$ cat config.mk
export PLATFORM = sky130hd
export DESIGN_NAME = alu_sequencer
export DESIGN_NICKNAME = d
export VERILOG_FILES = /design/src/rtl/alu_sequencer.sv
export SDC_FILE = /design/constraint.sdc
export NUM_CORES = 1
export LEC_CHECK = 0
export CAP_MARGIN = 20
export CORE_MARGIN = 10
export CORE_UTILIZATION = 35
export DETAILED_ROUTE_END_ITERATION = 10
export HOLD_SLACK_MARGIN = 0.03
export SYNTH_ARGS = -nofsm -noshare
export SYNTH_HDL_FRONTEND = slang
export SYNTH_SLANG_ARGS = --single-unit
$ cat constraint.sdc
create_clock -name clk -period 2.6 [get_ports clk]
set_clock_uncertainty 0.2 [all_clocks]
set_input_delay 0.26 -clock clk [delete_from_list [all_inputs] [get_ports clk]]
set_output_delay 0.26 -clock clk [all_outputs]
set_load 0.005 [all_outputs]
$ cat src/rtl/alu_sequencer.sv
// Sequencer that feeds an external 8-bit ALU from an 8x8 register file: load-immediate or READ/EXEC/WB ops.
// Optional "zero" result flag output is built only when ALU_SEQ_ZERO_FLAG_EN is defined.
module alu_sequencer #(
    parameter int unsigned EXEC_CYCLES = 1
) (
    input  logic       clk,
    input  logic       rst,
    input  logic       cmd_valid,
    output logic       cmd_ready,
    input  logic       cmd_ld,
    input  logic [3:0] cmd_op,
    input  logic [2:0] cmd_dst,
    input  logic [2:0] cmd_srca,
    input  logic [2:0] cmd_srcb,
    input  logic [7:0] cmd_imm,
    output logic [7:0] alu_a,
    output logic [7:0] alu_b,
    output logic [3:0] alu_op,
    input  logic [7:0] alu_out,
    input  logic [2:0] rd_addr,
    output logic [7:0] rd_data,
    output logic       busy,
    output logic       done,
    output logic [7:0] result
`ifdef ALU_SEQ_ZERO_FLAG_EN
    ,
    output logic       zero
`endif
);
    typedef enum logic [1:0] {
        IDLE = 2'd0,
        READ = 2'd1,
        EXEC = 2'd2,
        WB   = 2'd3
    } state_t;

    localparam logic [3:0] EXEC_LAST = 4'(EXEC_CYCLES - 32'd1);

    state_t          state_q, state_d;
    logic [3:0]      cnt_q, cnt_d;
    logic [7:0][7:0] regs_q, regs_d;
    logic [7:0]      alu_a_q, alu_a_d;
    logic [7:0]      alu_b_q, alu_b_d;
    logic [3:0]      alu_op_q, alu_op_d;
    logic [7:0]      result_q, result_d;
    logic            done_q, done_d;
    logic [2:0]      dst_q, dst_d;
    logic [2:0]      srca_q, srca_d;
    logic [2:0]      srcb_q, srcb_d;
    logic [3:0]      op_q, op_d;
`ifdef ALU_SEQ_ZERO_FLAG_EN
    logic            zero_q, zero_d;
    assign zero = zero_q;
`endif

    assign cmd_ready = (state_q == IDLE) && !rst;
    assign busy      = (state_q != IDLE);
    assign done      = done_q;
    assign result    = result_q;
    assign alu_a     = alu_a_q;
    assign alu_b     = alu_b_q;
    assign alu_op    = alu_op_q;
    assign rd_data   = regs_q[rd_addr];

    // Next-state, register-file and output computation.
    always_comb begin
        state_d  = state_q;
        cnt_d    = cnt_q;
        regs_d   = regs_q;
        alu_a_d  = alu_a_q;
        alu_b_d  = alu_b_q;
        alu_op_d = alu_op_q;
        result_d = result_q;
        done_d   = 1'b0;
        dst_d    = dst_q;
        srca_d   = srca_q;
        srcb_d   = srcb_q;
        op_d     = op_q;
`ifdef ALU_SEQ_ZERO_FLAG_EN
        zero_d   = zero_q;
`endif
        case (state_q)
            IDLE: begin
                if (cmd_valid && cmd_ready) begin
                    if (cmd_ld) begin
                        regs_d[cmd_dst] = cmd_imm;
                        result_d        = cmd_imm;
                        done_d          = 1'b1;
`ifdef ALU_SEQ_ZERO_FLAG_EN
                        zero_d          = (cmd_imm == 8'h00);
`endif
                    end else begin
                        dst_d   = cmd_dst;
                        srca_d  = cmd_srca;
                        srcb_d  = cmd_srcb;
                        op_d    = cmd_op;
                        state_d = READ;
                    end
                end else begin
                    state_d = IDLE;
                end
            end
            READ: begin
                // Operands are captured here, before any writeback, so dst may alias a source.
                alu_a_d  = regs_q[srca_q];
                alu_b_d  = regs_q[srcb_q];
                alu_op_d = op_q;
                cnt_d    = 4'd0;
                state_d  = EXEC;
            end
            EXEC: begin
                if (cnt_q == EXEC_LAST) begin
                    cnt_d   = 4'd0;
                    state_d = WB;
                end else begin
                    cnt_d = cnt_q + 4'd1;
                end
            end
            WB: begin
                regs_d[dst_q] = alu_out;
                result_d      = alu_out;
                done_d        = 1'b1;
`ifdef ALU_SEQ_ZERO_FLAG_EN
                zero_d        = (alu_out == 8'h00);
`endif
                state_d       = IDLE;
            end
            default: begin
                state_d = IDLE;
            end
        endcase
    end

    // State and datapath registers with synchronous reset.
    always_ff @(posedge clk) begin
        if (rst) begin
            state_q  <= IDLE;
            cnt_q    <= 4'd0;
            regs_q   <= '0;
            alu_a_q  <= 8'h00;
            alu_b_q  <= 8'h00;
            alu_op_q <= 4'd0;
            result_q <= 8'h00;
            done_q   <= 1'b0;
            dst_q    <= 3'd0;
            srca_q   <= 3'd0;
            srcb_q   <= 3'd0;
            op_q     <= 4'd0;
`ifdef ALU_SEQ_ZERO_FLAG_EN
            zero_q   <= 1'b0;
`endif
        end else begin
            state_q  <= state_d;
            cnt_q    <= cnt_d;
            regs_q   <= regs_d;
            alu_a_q  <= alu_a_d;
            alu_b_q  <= alu_b_d;
            alu_op_q <= alu_op_d;
            result_q <= result_d;
            done_q   <= done_d;
            dst_q    <= dst_d;
            srca_q   <= srca_d;
            srcb_q   <= srcb_d;
            op_q     <= op_d;
`ifdef ALU_SEQ_ZERO_FLAG_EN
            zero_q   <= zero_d;
`endif
        end
    end
endmodule

==> Word level (Yosys, flattened, before mapping) <==
Cells that the tools add are included.
{ "totals": {"out_inout_bits": 39, "latch_bits": 0, "register_bits": 112, "ramBits": 0, "mem_count": 0, "in_bits": 36, "wordCells": 75, "mem_bits_ro": 0} }
{ "op_classes": {"shift": 0, "n_bitwise": 1, "n_reduce_logical": 13, "multipliers": 0, "n_eq_ne": 7, "magnitude_cmp": 7, "div": 0, "n_addsub": 1, "n_mux": 27} }
{ "op_table": {"columns": ["operator", "count"], "rows": [
  ["$bwmux 64", 2],
  ["$mux 64", 2],
  ["$pmux 64 s2", 1],
  ["$bmux 8 s3", 3],
  ["$mux 8", 7],
  ["$demux 8 s3", 2],
  ["$lt 3x4->1 const B", 5],
  ["$pmux 8 s2", 1],
  ["$pmux 2 s4", 1],
  ["$pmux 4 s2", 1],
  ["$ge 3x1->1 const B", 2],
  ["$mux 2", 3],
  ["$reduce_and 3->1", 2],
  ["$reduce_bool 2->1", 3],
  ["$add 4x1->4 const B", 1],
  ["$eq 2x2->1 const B", 2],
  ["$logic_and 1x1->1", 4],
  ["$logic_not 4->1", 1],
  ["$mux 4", 1],
  ["$ne 2x2->1 const B", 2],
  ["$ne 3x3->1 const B", 1],
  ["$eq 2x1->1 const B", 1],
  ["$logic_not 2->1", 1],
  ["$mux 1", 2],
  ["other kinds (5)", 5]
]} }

==> Logic depth before layout (Yosys ltp) <==
Gate-level depths: netlist of run 1.
{ "depth": {"ltp_word": 8, "depth_mapped": 9, "ltp_nobuf": 6} }

==> Worst setup path after synthesis of run 1 <==
Ideal clock, no wire load.
{ "synth_timing": {"path_kind": "register -> register", "start": "register state_q[0]", "end": "register regs_q[10] in the netlist's numbering", "period_less_slack_ns": 1.949, "stages_incl_launch_ff": 8, "t_arrival_ns": 1.622, "path_buffers": 2, "t_required_ns": 2.272, "setup_time_ns": 0.128, "slack_ns": 0.651, "path_cell_list": "dfxtp_1 -> ha_1 -> buf_6 -> buf_12 -> nor4b_4 -> o22ai_4 -> a22oi_1 -> nor2_1"} }
{ "synth_via": {"elab_chain_cells": 5, "elab_cells_between_ends": 9, "cone_classes": "eq/ne: 3; mux: 1; reduce/logical: 5"} }
{ "synth_rtl": {"columns": ["item", "line", "source"], "rows": [
  ["start: declaration", "39", "state_t state_q, state_d;"],
  ["start signal: assignment", "153", "state_q <= state_d;"],
  ["$logic_not 2->1", "56, 82", null],
  ["$logic_and 1x1->1", "56", "assign cmd_ready = (state_q == IDLE) && !rst;"],
  ["$logic_and 1x1->1", "84", "if (cmd_valid && cmd_ready) begin"],
  ["$ne 2x1->1 (no source line)", null, null],
  ["$reduce_and 3->1 (no source line)", null, null],
  ["end signal: assignment", "155", "regs_q <= regs_d;"],
  ["end: declaration", "41", "logic [7:0][7:0] regs_q, regs_d;"]
]} }
Several ways; a longest one is shown, not always the timed one.
A chain may end at the register's enable or synchronous reset.

==> Final worst setup path of run 1 <==
{ "layout_timing": {"start": "input rd_addr[0]", "end": "output rd_data[5]"} }
{ "layout_via": {"elab_chain_cells": 2} }
{ "layout_rtl": {"columns": ["item", "line", "source"], "rows": [
  ["start: declaration", "20", "input logic [2:0] rd_addr,"],
  ["$bmux 8 s3", "63", "assign rd_data = regs_q[rd_addr];"],
  ["$mux 8 (not written as such)", "63", null],
  ["end: declaration", "21", "output logic [7:0] rd_data,"]
]} }
No other way between the ends. The select of a mux whose other input is x is not followed.

==> impl_metrics.py, run 1 <==
metrics = {
    "power": {
        "power_density_nw_per_um2": 500,
        "peakVddDrop_v": 0.000334,
        "leakage_uw": 0.00271,
        "power_uw": 3860,
    },
    "worst_setup_path": {
        "crit_chain": "dlygate4sd2_1, bufbuf_16, mux4_2, mux2_2, clkdlybuf4s50_1",
        "crit_path_start_kind": "primary input",
        "r2r_start": "state_q[1]$_SDFFE_PP0P_",
        "crit_end": "rd_data[5]",
        "slowest_stage": "mux4_2",
        "crit_fanout": 7,
        "end_kind": "output port",
        "critPathKind": "in2out",
        "critPathLaunch": "rd_addr[0]",
        "rr_worst_depth": 7,
        "crit_arrival_ns": 2.11,
        "r2r_end": "regs_q[5]$_SDFFE_PP0P_",
        "crit_required_ns": 2.14,
        "cpPeakStageDelay_ns": 0.49,
        "reg2reg_slack_ns": 0.28,
    },
    "clock_network": {
        "cts_max_level": 3,
        "clockBufferDepth": 2,
        "cts_tree": "built",
        "cts_root_buf": "clkbuf_16",
        "hold_buffers": 0,
        "clock-sinks": 112,
        "clkLatencyLatePin_ns": 0.36,
        "clkTransAtPathRegs_ns": 0.07,
        "cts_buffers": 9,
    },
    "logic_synthesis": {
        "synth_top_area_cell": "dfxtp_1",
        "synth_ff_type": "dfxtp_1",
        "syn_nets": 671,
        "ys_seq_elements": 112,
        "yosysSeqAreaShare_pct": 34.7,
        "yosysTopAreaCellShare_pct": 34.7,
        "yosysUniqueCellTypes": 40,
        "synth.most_common_cell": "dfxtp_1",
        "syn_area_um2": 6450,
        "synth_common_cells": "112 x dfxtp_1, 99 x nor2_1, 64 x a22o_1",
        "synth_cells": 628,
        "ys_top_cells_by_area": "dfxtp_1 35%, mux4_2 17%, a22o_1 8.7%, a22oi_1 7.3%, nor2_1 5.8%",
        "synth_edf_count": 0,
        "synthArstFlopShare_pct": 0,
        "synth_warnings": 0,
        "synth.avg_cell_area_um2": 10.3,
    },
    "grt": {
        "grt_max_degree": 81,
        "grt_overflow_total": 0,
        "grt_pass1_wl_mm": 29.7,
        "antenna_found_initial": 0,
        "gr-usage-all-layers_pct": 15.0,
        "grt_pass1_vias": 5330,
    },
    "floorplan": {
        "row_count": 49,
        "die_area_um2": 24300,
        "dieHeight_um": 156,
        "core_region_area_um2": 18000,
        "die_x_um": 156,
        "initial_core_util_pct": 35.8,
        "io_pins": 75,
    },
    "placement": {
        "postPlaceCellArea_um2": 7370,
        "gp_congestion": 0.839,
        "io_buffers": 74,
        "dpl.hpwl_mm": 13.8,
        "placed_cells": 888,
    },
    "routing": {
        "first_iter_violations": 454,
        "dr_total_vias": 5334,
        "drtPass1Iterations": 6,
        "vias_per_cell": 5.85,
        "wl_per_cell_um": 20.2,
        "routed_wl_mm": 18.4,
        "drc": 0,
        "ant_nets": 0,
    },
    "finish": {
        "seq_area_um2": 2240,
        "area_growth_pct": 19.7,
        "final_cells": 912,
        "final.fill_count": 1724,
        "antenna_cells": 0,
        "utilization_pct": 42.8,
        "layout-drive-gt1-share_pct": 20.6,
        "stdcell_area_um2": 7720,
        "multi_input_area_um2": 3780,
        "nNetsFinal": 721,
    },
    "sta": {
        "worst_slew_pin_slew_ns": 0.736,
        "hold_violations": 0,
        "slew_viol_final": 0,
        "slew_headroom_pct": 50.9,
        "period_share_pct": 98.7,
        "finalCriticalPeriod_ns": 2.57,
        "rsz0062_at_grt": "false",
        "timing.fmax_ghz": 0.390,
        "hold_slack_ns": 0.213,
        "setup_viol": 0,
    },
    "worst_hold_path": {
        "min_path_type": "in2reg",
        "hp-start": "rst",
        "whs_path_depth": 4,
    },
    "status": {
        "outcome": "complete, no violations",
    },
    "flow_run": {
        "maxCapViolCount": 0,
    },
}
[how the worst min path moves through the flow]
stage / to / slack [ns]
floorplan: op_q[0]$_SDFFE_PP0P_ / 0.20
global placement: op_q[3]$_SDFFE_PP0P_ / 0.24
detailed placement: op_q[0]$_SDFFE_PP0P_ / 0.25
CTS: done$_SDFF_PP0_ / 0.21
global route: done$_SDFF_PP0_ / 0.26
finish: done$_SDFF_PP0_ / 0.21
[worst max-delay path, delay by kind of cell]
kind	cells	cell delay, ns
mux	2	0.76
buf+inv	3	1.10
[stage by stage]
stage / setup TNS [ns] / worst slack [ns]
after CTS: 0 / 0.00550
after floorplan: 0 / 0.651
after global routing: 0 / 0.0184
after global placement: -0.316 / -0.0456
after detailed placement: -0.459 / -0.0645
final: 0 / 0.0329
[timing repair]
action / 4_1_cts / 5_1_grt
gates resized for setup: 5 / 1
cloned: 1 / 0
setup endpoints to repair: 8 / 1
buffers inserted: 2 / 5
hold endpoints to repair: 0 / 0
[sequential cells by signal, summed over array words and instances, names as in the netlist]
signal / count
alu_a: 8
alu_b: 8
alu_op: 4
cnt_q: 4
done: 1
dst_q: 3
op_q: 4
regs_q: 64
result: 8
srca_q: 3
srcb_q: 3
state_q: 2
[cells in the final DEF (no fill, tap or decap), types with 8 or more instances in the layout]
cell             synthesis  final
a22o_1                  64     64
clkdlybuf4s50_1          0     67
buf_4                   10     40
dfxtp_1                112    112
a211oi_2                 8      8
nand2_1                 32     32
mux2_2                   9      9
o22ai_1                 16     16
a22oi_1                 63     63
mux4_2                  48     48
mux2i_1                 13     13
nor3_1                  17     17
nor2_1                  99     99
clkbuf_16                0      9
a21oi_1                 16     16
[power breakdown]
part | switching, uW | total (uW) | internal, uW
Combinational | 352 | 698 | 346
Sequential | 57.5 | 1840 | 1780
Clock | 642 | 1320 | 676
[logic make-up (layout without fill, tap and decap cells)]
| family | Yosys count | count (layout) | share of synthesized area [%] |
|---|---|---|---|
| muxes | 70 | 70 | 20.3 |
| xor gates and xnor gates | 3 | 3 | 0.407 |
| and+or+nand+nor | 175 | 175 | 13.7 |
| AOI/OAI and AO/OA | 177 | 177 | 22.7 |
| DFF | 112 | 112 | 34.7 |
| buffers and inverters | 84 | 139 | 6.73 |
| adders and majority gates | 7 | 7 | 1.36 |
[per-layer routing]
metal  routed length, um  share of wire [%]  GRT usage (%)  up-vias
met4                 184                1.0           3.70        0
met2                8380                 46           23.2      199
li1                    -                  -              -     2491
met5                   0                  0              0        -
met1                8550                 46           20.6     2630
met3                1280                7.0           3.47       14
[layout make-up]
cell class,count,area share [%]
repair buffers,117,14.5
well taps,229,3.71
clock buffers,11,3.14
multi-input cells,432,48.9
inverters,6,0.292
clock inverters,5,0.405
flip-flops and latches,112,29.0
No activity file was read; power rests on OpenSTA's default activity.
==> inputs of run 2 (changes only) <==
--- a/config.mk
+++ b/config.mk
@@ -10,6 +10,9 @@
 export CORE_UTILIZATION = 35
 export DETAILED_ROUTE_END_ITERATION = 10
 export HOLD_SLACK_MARGIN = 0.03
+export MAX_ROUTING_LAYER = met4
+export PLACE_DENSITY = 0.66
+export SKIP_CTS_REPAIR_TIMING = 1
 export SYNTH_ARGS = -nofsm -noshare
 export SYNTH_HDL_FRONTEND = slang
 export SYNTH_SLANG_ARGS = --single-unit
==> impl_metrics.py, run 2 (synthesis results as in run 1) <==
metrics = {
    "status": {
        "outcome": "complete, no violations",
    },
    "clock_network": {
        "cts_tree": "built",
        "clkLatencyLatePin_ns": 0.36,
        "cts_buffers": 9,
        "clockBufferDepth": 2,
        "clkTransAtPathRegs_ns": 0.08,
        "cts_max_level": 3,
        "clock-sinks": 112,
        "cts_root_buf": "clkbuf_16",
    },
    "worst_setup_path": {
        "crit_arrival_ns": 2.09,
        "end_kind": "output port",
        "crit_required_ns": 2.14,
        "crit_path_start_kind": "primary input",
        "crit_fanout": 9,
        "critPathKind": "in2out",
    },
    "floorplan": {
        "die_x_um": 156,
        "dieHeight_um": 156,
        "io_pins": 75,
        "core_region_area_um2": 18000,
        "row_count": 49,
        "die_area_um2": 24300,
        "initial_core_util_pct": 35.8,
    },
    "routing": {
        "drtPass1Iterations": 5,
        "ant_nets": 0,
        "first_iter_violations": 543,
        "drc": 0,
        "routed_wl_mm": 18.7,
        "dr_total_vias": 5440,
        "wl_per_cell_um": 20.6,
        "vias_per_cell": 5.98,
    },
    "sta": {
        "finalCriticalPeriod_ns": 2.55,
        "setup_tns_ns": 0,
        "worst_slew_pin_slew_ns": 0.955,
        "timing.fmax_ghz": 0.393,
        "hold_violations": 0,
        "slew_viol_final": 0,
        "rsz0062_at_grt": "false",
        "slew_headroom_pct": 36.3,
        "setup_viol": 0,
        "period_share_pct": 98.0,
    },
    "power": {
        "leakage_uw": 0.00277,
        "peakVddDrop_v": 0.000366,
        "power_density_nw_per_um2": 517,
    },
    "finish": {
        "final_cell_mix": "112 x dfxtp_1, 99 x nor2_1, 67 x clkdlybuf4s50_1",
        "utilization_pct": 43.0,
        "antenna_cells": 0,
        "final.fill_count": 1689,
        "largest_register_ff_count": 64,
        "final_cells": 909,
        "area_growth_pct": 20.0,
        "layout-drive-gt1-share_pct": 20.1,
        "nNetsFinal": 718,
        "top_register": "regs_q",
        "final_common_cell": "dfxtp_1",
    },
    "placement": {
        "io_buffers": 74,
        "dpl.hpwl_mm": 14.0,
        "gp_congestion": 0.839,
        "placed_cells": 890,
    },
    "grt": {
        "grt_overflow_total": 0,
        "grt_pass1_vias": 5460,
        "gr-usage-all-layers_pct": 15.7,
        "grt_max_degree": 95,
        "grt_pass1_wl_mm": 30.2,
        "antenna_found_initial": 0,
    },
    "flow_run": {
        "maxCapViolCount": 0,
    },
    "worst_hold_path": {
        "min_path_type": "in2reg",
    },
}
## run 2: worst paths after layout
| path | from | to | slack [ns] | depth (start not counted) |
|---|---|---|---|---|
| setup reg to reg | state_q[0]$_SDFFE_PP0P_ | regs_q[45]$_SDFFE_PP0P_ | 0.27 | 5 |
| setup / recovery | rd_addr[1] | rd_data[4] | 0.05 | 6 |
| hold / removal | rst | result[7]$_SDFFE_PP0P_ | 0.06 | 2 |
| hold reg to reg | op_q[3]$_SDFFE_PP0P_ | op_q[3]$_SDFFE_PP0P_ | 0.26 | 2 |
## run 2: metal layers
layer	share of wire, %	vias up	track usage (%)	wire length [um]
met5	0	-	-	0
met4	1.1	0	4.86	214
met3	8.0	15	2.48	1490
met2	45	260	23.5	8510
met1	45	2679	21.4	8510
li1	-	2486	-	-
## run 2: through the flow
step / instance area (um^2) / worst slack, ns / hold WS [ns] / power, uW
2_1_floorplan: 6450 / 0.651 / 0.196 / 2310
3_5_place_dp: 7380 / -0.0698 / 0.254 / 2570
5_1_grt: 7740 / 0.00779 / 0.0702 / 4160
4_1_cts: 7690 / -0.0701 / 0.0545 / 4040
6_report: 7740 / 0.0526 / 0.0627 / 4010
3_3_place_gp: 7380 / -0.0470 / 0.243 / 2550
## run 2: final cells by class
cell class	instances	area [um^2]	area share (%)
tap	229	287	3.70
sequential	112	2240	28.9
inverter	6	22.5	0.291
timing repair buffer	114	1110	14.3
clock inverter	3	47.5	0.614
multi-input combinational	432	3780	48.8
clock buffer	13	260	3.36
## run 2: power by group
group          internal [uW]  switching, uW
logic                    343            354
clock network            808            659
registers               1780           57.4
total                   2930           1070
## run 2: critical path: stages
cell             delay [ns]
clkdlybuf4s50_1        0.50
buf_12                 0.15
buf_4                  0.14
mux4_2                 0.30
mux2_2                 0.27
clkdlybuf4s50_1        0.45
==> inputs of run 3 (changes only) <==
--- a/config.mk
+++ b/config.mk
@@ -6,8 +6,9 @@
 export NUM_CORES = 1
 export LEC_CHECK = 0
 export CAP_MARGIN = 20
-export CORE_MARGIN = 10
+export CORE_MARGIN = 5
 export CORE_UTILIZATION = 35
+export CTS_CLUSTER_SIZE = 14
 export DETAILED_ROUTE_END_ITERATION = 10
 export HOLD_SLACK_MARGIN = 0.03
 export MAX_ROUTING_LAYER = met4
==> impl_metrics.py, run 3 (synthesis results as in run 1) <==
metrics = {
    "status": {
        "outcome": "complete, no violations",
    },
    "worst_setup_path": {
        "crit_family": "buffers and inverters",
        "crit_arrival_ns": 2.08,
        "cp_common_cell": "clkdlybuf4s50_1",
        "cpPeakStageDelay_ns": 0.51,
        "crit_fanout": 9,
        "critPathKind": "in2out",
        "path_buf_inv": 4,
        "crit_required_ns": 2.14,
        "crit_path_start_kind": "primary input",
        "reg2reg_slack_ns": 0.38,
        "slowest_stage": "clkdlybuf4s50_1",
        "crit_chain": "clkdlybuf4s50_1, buf_12, buf_4, mux4_2, mux2_2, clkdlybuf4s50_1",
        "end_kind": "output port",
    },
    "power": {
        "p_sw_share_pct": 27.5,
        "peakVddDrop_v": 0.000336,
        "power_density_nw_per_um2": 513,
        "power.share.combinational_pct": 17.5,
        "leakage_uw": 0.00280,
        "seq_power_share_pct": 46.1,
        "p_clk_share_pct": 36.4,
        "p_int_uw": 2900,
        "power_switching_uw": 1100,
    },
    "routing": {
        "drc": 0,
        "dr_total_vias": 5405,
        "drtPass1Iterations": 5,
        "ant_nets": 0,
        "wl_per_cell_um": 20.0,
        "vias_per_cell": 5.91,
        "routed_wl_mm": 18.3,
        "first_iter_violations": 500,
    },
    "floorplan": {
        "die_area_um2": 21300,
        "die_x_um": 146,
        "core_region_area_um2": 18100,
        "row_count": 49,
        "io_pins": 75,
        "initial_core_util_pct": 35.7,
        "dieHeight_um": 146,
    },
    "grt": {
        "gr-usage-all-layers_pct": 17.4,
        "grt_pass1_wl_mm": 29.3,
        "grt_pass1_vias": 5423,
        "grt_overflow_total": 0,
        "antenna_found_initial": 0,
        "grt_max_degree": 72,
    },
    "sta": {
        "finalCriticalPeriod_ns": 2.54,
        "worst_slew_pin_slew_ns": 0.719,
        "fin_ws_ns": 0.0578,
        "slew_headroom_pct": 52.1,
        "period_share_pct": 97.8,
        "rsz0062_at_grt": "false",
        "slew_viol_final": 0,
        "timing.fmax_ghz": 0.393,
        "hold_violations": 0,
        "setup_viol": 0,
        "hold_slack_ns": 0.245,
    },
    "finish": {
        "area_growth_pct": 20.7,
        "layout-drive-gt1-share_pct": 21.0,
        "largest_register_ff_count": 64,
        "top_register": "regs_q",
        "final_cells": 914,
        "final_common_cell": "dfxtp_1",
        "stdcell_area_um2": 7790,
        "final_cell_mix": "112 x dfxtp_1, 99 x nor2_1, 67 x clkdlybuf4s50_1",
        "final.fill_count": 1681,
        "seq_area_um2": 2240,
        "multi_input_area_um2": 3780,
        "utilization_pct": 43.1,
        "nNetsFinal": 723,
        "antenna_cells": 0,
    },
    "worst_hold_path": {
        "min_path_type": "in2reg",
    },
    "clock_network": {
        "clock-sinks": 112,
        "clockBufferDepth": 2,
        "cts_root_buf": "clkbuf_16",
        "cts_buffers": 9,
        "clkTransAtPathRegs_ns": 0.08,
        "clkLatencyLatePin_ns": 0.36,
        "cts_max_level": 3,
        "cts_tree": "built",
    },
    "placement": {
        "dpl_worst_slack_ns": -0.0707,
        "dpl.hpwl_mm": 13.5,
        "placed_cells": 890,
        "gp_congestion": 0.858,
        "io_buffers": 74,
        "postPlaceCellArea_um2": 7380,
    },
    "flow_run": {
        "maxCapViolCount": 0,
    },
}
[run 3: cell types whose count changed in the layout (fill, tap and decap cells not counted)]
cell        change
clkinvlp_4      +1
clkinv_4        -1
inv_8           +1
clkbuf_8        -2
inv_6           +1
buf_4           +5
clkinv_2        +1
clkbuf_1        -2
clkinv_8        +1
[run 3: worst paths after layout]
path / cells after the start / from / end
worst min register to register: 2 / op_q[3]$_SDFFE_PP0P_ / op_q[3]$_SDFFE_PP0P_
worst max-delay path: 6 / rd_addr[1] / rd_data[4]
worst min-delay path: 3 / cmd_op[3] / op_q[3]$_SDFFE_PP0P_
worst max register to register: 7 / state_q[0]$_SDFFE_PP0P_ / regs_q[22]$_SDFFE_PP0P_
[run 3: worst register-to-register path: cells and delay by family, from the launching register on]
family / cells / cell delay (ns)
AO/OA/AOI/OAI: 1 / 0.25
adder cells (fa/ha/maj): 1 / 0.29
buffers and inverters: 2 / 0.31
flip-flops: 1 / 0.39
AND/OR/NAND/NOR: 3 / 0.65
[run 3: through the flow]
stage / total power, uW / TNS (ns)
2_1_floorplan: 2310 / 0
3_3_place_gp: 2550 / -0.278
3_5_place_dp: 2570 / -0.436
4_1_cts: 4030 / -0.479
5_1_grt: 4190 / 0
6_report: 4000 / 0
[run 3: power by group through the flow]
stage          Clock [uW]  Sequential, uW  Combinational (uW)
2_1_floorplan           0            1860                 442
3_3_place_gp            0            1870                 672
3_5_place_dp            0            1880                 688
4_1_cts              1500            1840                 691
5_1_grt              1570            1850                 768
6_report             1460            1840                 699
[run 3: layout make-up]
type                    instances  share of cell area [%]
repair buffers                119                    14.7
clock buffers                   9                    2.89
inverters                       6                   0.289
flip-flops and latches        112                    28.8
multi-input cells             432                    48.5
well taps                     229                    3.68
clock inverters                 7                    1.12
[run 3: layer usage]
| layer | global-route usage [%] | share of wire (%) | vias up |
|---|---|---|---|
| li1 | - | - | 2496 |
| met1 | 23.3 | 45 | 2642 |
| met2 | 26.6 | 47 | 243 |
| met3 | 3.74 | 7.4 | 24 |
| met4 | 5.32 | 1.4 | 0 |
| met5 | - | 0 | - |
==> edit: new RTL, config.mk and constraints of run 3 <==
Add a define of `ALU_SEQ_ZERO_FLAG_EN`.
--- a/src/rtl/alu_sequencer.sv
+++ b/src/rtl/alu_sequencer.sv
@@ -1,5 +1,7 @@
 // Sequencer that feeds an external 8-bit ALU from an 8x8 register file: load-immediate or READ/EXEC/WB ops.
 // Optional "zero" result flag output is built only when ALU_SEQ_ZERO_FLAG_EN is defined.
+`define ALU_SEQ_ZERO_FLAG_EN
+
 module alu_sequencer #(
     parameter int unsigned EXEC_CYCLES = 1
 ) (
Formal check against the unedited RTL (old outputs only; new: zero): no difference found for any inputs over 4 cycles, from zero or initial values and one cycle with rst high; that may be too few to reach the edited logic, so the function may still have changed.
==> edit against run 3 <==
Synthesized cell count is 1.6% higher. Power up 22%. Design area grew 4.4%. Worst setup slack better by 69 ps. Synthesized area rose by 1.8%. Critical path depth is 3 lower. Sequential cell count increased by 1. Register-to-register slack got worse by 20 ps. Routed wire length shrank 0.50%. Critical endpoint is now rd_data[0]. Largest power group is now clock.
==> edit: results (changes against run 3) <==
Outcome
  – Status: finished, final reports clean

Global routing
  – First-pass GRT wire length: 29000 um (-1.0%)
  – Maximum number of pins on one net before global-route repair: 82 (+14%)
  – Number of global-route vias before repair: 5173 (-4.6%)
  – Met3 usage in global routing: 0.0333 (-0.00406)

Placement
  – Worst slack, placed: -65.9 ps (+4.80 ps)
  – DP Wirelength: 13400 um (-0.82%)
  – Final estimated routing congestion in global placement: 0.884 (+3.0%)
  – Number of buffers added on ports: 75 (+1.4%)

Detailed routing
  – Starting DRC count in detailed routing: 478 (-4.4%)
  – Total routed wire length on the met1 layer: 8720 um (+6.9%)
  – Vias: 5458 (+0.98%)
  – Met3 wire length: 996 um (-26%)
  – Average routed wire per standard cell: 19.3 um (-3.5%)

Clock network
  – Number of buffers created by CTS: 17 (+8)
  – Later-pin clock latency in the skew report: 410 ps (+50 ps)

Worst setup path
  – Worst reg2reg setup slack: 360 ps (-20 ps)
  – Largest fanout on the critical path: 4 (-5)
  – Critical path data arrival time: 2010 ps (-70 ps)
  – Delay of the slowest critical-path stage: 490 ps (-20 ps)
  – Slowest library cell on the worst path: sky130_fd_sc_hd__mux4_2

Worst hold path
  – Worst min-delay path startpoint: rst

Yosys
  – Unique cell type count in the Yosys netlist: 45 (+13%)
  – Portion of the post-synthesis area used by sequential elements: 0.344 (-0.00324)

Power
  – Worst IR Drop VDD: 0.467 mV (+39%)

Timing
  – Final cycle utilization of the critical path: 0.951 (-0.0266)
  – Worst-case headroom to the max-slew limit: 0.587 (+0.0664)

Final layout
  – Fraction of layout cells with a size suffix above 1: 0.229 (+0.0186)
[edit: cell types whose count changed after synthesis, sizes merged, moves of 2 or more]
cell,run 3,this run
clkbuf,40,45
buf,38,34
nor2,99,102
nand2,32,30
nor3,17,19
nor4,1,3
or4,0,2
[edit: metrics by stage]
stage	util	instances	area, um^2
after floorplan	-	638	6570
after global placement	0.404	908	7500
after detailed placement	0.404	908	7500
after global routing	0.438	942	8130
final	0.438	942	8130
after CTS	0.435	940	8090
[edit: area by class of cell]
class                           instances  share of cell area
Clock buffer                           18              0.0540
Inverter                                6             0.00277
Sequential cell                       113               0.278
Multi-Input combinational cell        440               0.473
Tap cell                              234              0.0360
Timing Repair Buffer                  117               0.137
Clock inverter                         14              0.0189
[edit: worst reg2reg max path, delay by kind of cell (launching register included)]
family,cells,cell delay (ps)
AO/OA/AOI/OAI,2,640
flip-flops,1,390
AND/OR/NAND/NOR,2,360
buffers and inverters,2,320
adder cells (fa/ha/maj),1,260
[edit: cell families after synthesis]
kind of cell | count (synthesis) | synth area share
buffers and inverters | 85 | 0.0704
AOI/OAI and AO/OA | 178 | 0.228
xor gates and xnor gates | 3 | 0.00400
DFF | 113 | 0.344
muxes | 70 | 0.200
and+or+nand+nor | 182 | 0.140
adders and majority gates | 7 | 0.0133
[edit: power by group]
part / switching (mW) / leakage, nW / internal [mW]
Combinational: 0.356 / 1.65 / 0.349
Clock: 0.873 / 0.284 / 1.45
Sequential: 0.0563 / 0.914 / 1.80
[edit: worst paths after layout]
path	endpoint	cells after the start
setup reg to reg	regs_q[25]	7
hold reg to reg	op_q[1]	2
hold / removal	state_q[0]	4
setup / recovery	rd_data[0]	3
